<file path="src/rtl/pwm_pkg.sv">
// Shared constants and FSM state encoding for the PWM capture block.
package pwm_pkg;

    localparam int PWM_N_DEFAULT    = 16;
    localparam int PWM_FILT_LEN_MAX = 15;

    typedef enum logic [1:0] {
        ST_IDLE = 2'd0,
        ST_HIGH = 2'd1,
        ST_LOW  = 2'd2
    } pwm_state_e;

endpackage

</file>
<file path="src/rtl/pwm_cap_sync.sv">
// Input conditioning for pwm_capture: 2-FF synchronizer, optional glitch filter
// (compiled in with PWM_CAPTURE_FILTER_EN), previous-level register and edge decode.
module pwm_cap_sync
    import pwm_pkg::*;
#(
    parameter int FILT_LEN = 4
) (
    input  logic clk,
    input  logic rst_n,
    input  logic pwm_in,
    output logic level,
    output logic rise,
    output logic fall
);

    if (FILT_LEN < 1 || FILT_LEN > PWM_FILT_LEN_MAX) begin : g_bad_filt_len
        $error("pwm_cap_sync: FILT_LEN out of range 1..15");
    end

    logic s1_q, s2_q, s3_q;
    logic lvl;

    // NOTE: sequential state is assigned with <= only, so every register in
    // the chain samples the value from before this edge.
    always_ff @(posedge clk) begin
        if (!rst_n) begin
            s1_q <= 1'b0;
            s2_q <= 1'b0;
            s3_q <= 1'b0;
        end else begin
            s1_q <= pwm_in;
            s2_q <= s1_q;
            s3_q <= lvl;
        end
    end

`ifdef PWM_CAPTURE_FILTER_EN
    localparam logic [3:0] STAB_LAST = 4'(FILT_LEN - 1);

    logic       filt_q, filt_d;
    logic [3:0] stab_q, stab_d;

    // The filtered level follows s2 only after FILT_LEN consecutive cycles of disagreement.
    // NOTE: every always_comb output gets a default first so no latch is inferred.
    always_comb begin
        filt_d = filt_q;
        stab_d = '0;
        if (s2_q != filt_q) begin
            if (stab_q == STAB_LAST) begin
                filt_d = s2_q;
            end else begin
                stab_d = stab_q + 4'd1;
            end
        end
    end

    always_ff @(posedge clk) begin
        if (!rst_n) begin
            filt_q <= 1'b0;
            stab_q <= '0;
        end else begin
            filt_q <= filt_d;
            stab_q <= stab_d;
        end
    end

    assign lvl = filt_q;
`else
    assign lvl = s2_q;
`endif

    assign level = lvl;
    assign rise  = lvl & ~s3_q;
    assign fall  = ~lvl & s3_q;

endmodule

</file>
<file path="src/rtl/pwm_capture.sv">
// PWM capture: measures period and high time of an asynchronous PWM input in clk cycles.
// Optional glitch filter selected by PWM_CAPTURE_FILTER_EN (see pwm_cap_sync).
module pwm_capture
    import pwm_pkg::*;
#(
    parameter int N        = PWM_N_DEFAULT,
    parameter int FILT_LEN = 4
) (
    input  logic         clk,
    input  logic         rst_n,
    input  logic         en,
    input  logic         pwm_in,
    output logic [N-1:0] period,
    output logic [N-1:0] high_time,
    output logic         valid,
    output logic         timeout,
    output logic         level
);

    localparam logic [N-1:0] CNT_MAX = '1;

    logic rise, fall;

    pwm_cap_sync #(
        .FILT_LEN (FILT_LEN)
    ) u_sync (
        .clk    (clk),
        .rst_n  (rst_n),
        .pwm_in (pwm_in),
        .level  (level),
        .rise   (rise),
        .fall   (fall)
    );

    pwm_state_e   state_q, state_d;
    logic [N-1:0] cnt_q, cnt_d;
    logic [N-1:0] hi_q, hi_d;
    logic [N-1:0] period_q, period_d;
    logic [N-1:0] high_q, high_d;
    logic         valid_q, valid_d;
    logic         timeout_q, timeout_d;

    always_comb begin
        state_d   = state_q;
        hi_d      = hi_q;
        period_d  = period_q;
        high_d    = high_q;
        valid_d   = 1'b0;
        timeout_d = timeout_q;

        if (rise) begin
            cnt_d = N'(1);
        end else if (cnt_q == CNT_MAX) begin
            cnt_d = cnt_q;
        end else begin
            cnt_d = cnt_q + N'(1);
        end

        // Disable overrides everything; rise outranks saturation in LOW.
        if (!en) begin
            state_d = ST_IDLE;
        end else begin
            unique case (state_q)
                ST_IDLE: begin
                    if (rise) state_d = ST_HIGH;
                end
                ST_HIGH: begin
                    if (fall) begin
                        state_d = ST_LOW;
                        hi_d    = cnt_q;
                    end else if (cnt_q == CNT_MAX) begin
                        state_d   = ST_IDLE;
                        timeout_d = 1'b1;
                    end
                end
                ST_LOW: begin
                    if (rise) begin
                        state_d   = ST_HIGH;
                        period_d  = cnt_q;
                        high_d    = hi_q;
                        valid_d   = 1'b1;
                        timeout_d = 1'b0;
                    end else if (cnt_q == CNT_MAX) begin
                        state_d   = ST_IDLE;
                        timeout_d = 1'b1;
                    end
                end
                default: state_d = ST_IDLE;
            endcase
        end
    end

    always_ff @(posedge clk) begin
        if (!rst_n) begin
            state_q   <= ST_IDLE;
            cnt_q     <= '0;
            hi_q      <= '0;
            period_q  <= '0;
            high_q    <= '0;
            valid_q   <= 1'b0;
            timeout_q <= 1'b0;
        end else begin
            state_q   <= state_d;
            cnt_q     <= cnt_d;
            hi_q      <= hi_d;
            period_q  <= period_d;
            high_q    <= high_d;
            valid_q   <= valid_d;
            timeout_q <= timeout_d;
        end
    end

    assign period    = period_q;
    assign high_time = high_q;
    assign valid     = valid_q;
    assign timeout   = timeout_q;

endmodule

</file>
<file path="config.mk">
export PLATFORM = sky130hd
export DESIGN_NAME = pwm_capture
export DESIGN_NICKNAME = d
export VERILOG_FILES = /design/src/rtl/pwm_pkg.sv /design/src/rtl/pwm_cap_sync.sv /design/src/rtl/pwm_capture.sv
export SDC_FILE = /design/constraint.sdc
export NUM_CORES = 1
export LEC_CHECK = 0
export CAP_MARGIN = 10
export CORE_ASPECT_RATIO = 0.7
export CORE_MARGIN = 4
export CORE_UTILIZATION = 54
export DETAILED_ROUTE_END_ITERATION = 12
export PLACE_DENSITY_LB_ADDON = 0.15
export SLEW_MARGIN = 20
export SYNTH_ARGS = -nofsm -noshare
export SYNTH_HDL_FRONTEND = slang
export SYNTH_SLANG_ARGS = --single-unit
</file>
<file path="constraint.sdc">
create_clock -name clk -period 1.95 [get_ports clk]
set_clock_uncertainty 0.05 [all_clocks]
set_input_delay 0.39 -clock clk [delete_from_list [all_inputs] [get_ports clk]]
set_output_delay 0.39 -clock clk [all_outputs]
set_load 0.05 [all_outputs]
</file>
==> results of run 1 <==
cells by family after synthesis:
logic type | Yosys count | share of synthesized area, %
AOI/OAI and AO/OA | 73 | 18.3
xor gates and xnor gates | 3 | 0.903
adders and majority gates | 1 | 0.430
buffers and inverters | 23 | 3.57
DFF | 71 | 48.8
muxes | 2 | 0.688
and+or+nand+nor | 162 | 27.3
layer usage:
metal | share of wire (%) | vias up | GRT usage, %
met5 | 0 | - | 0
met4 | 1.1 | 0 | 5.36
met3 | 9.0 | 10 | 8.79
met2 | 45 | 83 | 30.4
met1 | 45 | 1149 | 29.8
li1 | - | 1248 | -
worst paths after layout:
| path | start | endpoint | slack (ns) | depth (start not counted) |
|---|---|---|---|---|
| worst max-delay path | high_time[7] | high_time[7] | 0.04 | 1 |
| worst min-delay path | u_sync.s1_q | u_sync.level | 0.40 | 1 |
| worst max register to register | cnt_q[0] | state_q[1] | 0.15 | 6 |
| worst min register to register | u_sync.s1_q | u_sync.level | 0.40 | 1 |
timing repair:
item                                    4_1_cts  5_1_grt
hold endpoints to repair                      0        0
hold buffers                                  0        0
gates resized for setup                       0       29
endpoints found under the setup margin        0       32
cells in the final DEF (no fill, tap or decap), drive strengths merged, types with 2 or more instances in the layout:
| cell | netlist | layout |
|---|---|---|
| dlymetal6s2s | 0 | 27 |
| clkbuf | 15 | 10 |
| o211ai | 3 | 3 |
| buf | 8 | 24 |
| nor3 | 2 | 2 |
| o41ai | 2 | 2 |
| nand4 | 4 | 4 |
| nor2b | 3 | 3 |
| and3 | 5 | 5 |
| clkdlybuf4s50 | 0 | 6 |
| a21boi | 49 | 49 |
| nand2b | 2 | 2 |
| clkinv | 0 | 4 |
| o21ai | 5 | 5 |
| o2111ai | 2 | 2 |
| mux2i | 2 | 2 |
| nand3 | 22 | 22 |
| dfxtp | 71 | 71 |
| and4 | 2 | 2 |
| o311ai | 2 | 2 |
| a21oi | 5 | 5 |
| nor2 | 8 | 8 |
| xor2 | 3 | 3 |
| and2 | 6 | 6 |
| nand2 | 95 | 95 |
| or4 | 3 | 3 |
| or3 | 5 | 5 |
| nor4 | 2 | 2 |
sequential cells by signal (all words and copies together) (netlist names):
register      flops
timeout           1
u_sync.s3_q       1
valid             1
period           16
high_time        16
u_sync.level      1
u_sync.s1_q       1
hi_q             16
state_q           2
cnt_q            16
area by class of cell:
class                           instances  share of cell area [%]
Clock inverter                          6                    1.66
Timing Repair Buffer                   57                    16.0
Clock buffer                           10                    3.45
Multi-Input combinational cell        241                    38.0
Tap cell                               72                    2.44
Sequential cell                        71                    38.5
power by group:
part           internal [mW]  total (mW)  leakage [nW]  switching [mW]
sequential              1.46        1.47         0.573          0.0125
clock                  0.586        1.12        0.0960           0.529
combinational         0.0429      0.0938          1.12          0.0509
==> impl_metrics.ini, run 1 <==
[run_status]
status = finished, final reports clean

[min_path]
min_path_type = reg2reg

[routing]
drc = 0
vias = 2490
via_per_inst = 5.45
wl_mm = 6.83
wire_per_inst_um = 14.9
detail-route-antenna-nets = 0
drt_iter0_markers = 169
first_pass_iters = 5

[yosys]
syn_nets = 340
ys_async_sr_fraction_pct = 0
synth_area_leader_cell = dfxtp_1
synth_top_flop_cell = dfxtp_1
mappedNetlistArea_um2 = 2910
yosysSeqAreaShare_pct = 48.8
synth.most_common_cell = nand2_1
synthCells = 335
yosysTopAreaCellShare_pct = 48.8
synth_commonest_cells = nand2_1, dfxtp_1, a21boi_0
ys_types = 40
synth_area_leaders = dfxtp_1, a21boi_0, nand2_1, nand3_1, clkbuf_1
synth_warnings = 0
synth_edf_count = 0
ys_ff_latch = 71
syn_area_per_cell_um2 = 8.69

[placement]
dp.final_hpwl_mm = 4.63
dp_cells = 441
place_ws_ns = 0.115
port_buffers = 38
dpl-instance-area_um2 = 3430
gp_congestion = 0.838

[critical_path]
cp_top_family = buffers and inverters
path_class = reg2out
cp_num_buf_inv = 1
worst-endpoint-required_ns = 1.51
worst_setup_path_end_kind = output port
max_stage_delay_ns = 0.80
crit_path_cell_trace = clkdlybuf4s50_1
critPathSlowestCell = clkdlybuf4s50_1
start_kind = flip-flop
worstPathMaxFanout = 2
arrival_ns = 1.47

[floorplan]
fp-row-count = 22
fp.dieH_um = 69.4
core-area_um2 = 5230
start_util_pct = 55.6
ioPinCount = 39
die_w_um = 95.7
die_area_um2 = 6650

[grt]
first_global_vias = 2233
grt_usage_pct = 21.3
antenna_found_initial = 0
overflow = 0
grt_pass1_wl_mm = 11.0
grt_max_degree = 52

[clocking]
cts_tree = yes
insertion_delay_ns = 0.34
htree_levels = 3
cts_made_buffers = 9
clkSinkCount = 71
clkTransAtPathRegs_ns = 0.07
cts_setup_buffers = 0
clockRootBuffer = clkbuf_8
cts_buffer_depth = 2

[pwr]
power.density_nw_per_um2 = 725
power_mw = 2.68
leakage_nw = 1.79
irDropWorstVdd_v = 0.000485

[timing]
min_period_ns = 1.91
holdWs_ns = 0.404
relSlewSlack_pct = 64.7
hold_viol = 0
fin_setup_tns_ns = 0
max_freq_ghz = 0.524
fin_crit_sh_pct = 97.9
final.setup.worst_slack_ns = 0.0404
worstMarginPinSlew_ns = 0.529
rsz0062_at_grt = no
slew_viol_final = 0
setup_viol = 0

[flow_run]
drv_cap = 0

[cells_and_area]
final_util_pct = 70.6
n_fill_cell = 425
nNetsFinal = 385
multi_input_area_um2 = 1400
synthToLayoutAreaGrowth_pct = 27.0
drive_above_1_share_pct = 11.9
layout.cells.non_filler = 457
diodes = 0
final_cell_area_um2 = 3690
regArea_um2 = 1420
Note: power is estimated with default switching activity, not from simulation.
==> run 2, diff against run 1 <==
Settings changed: CAP_MARGIN 10 to 20.
==> results of run 2 <==
Same layout as run 1: the final DEF is identical, and so are final timing and power.
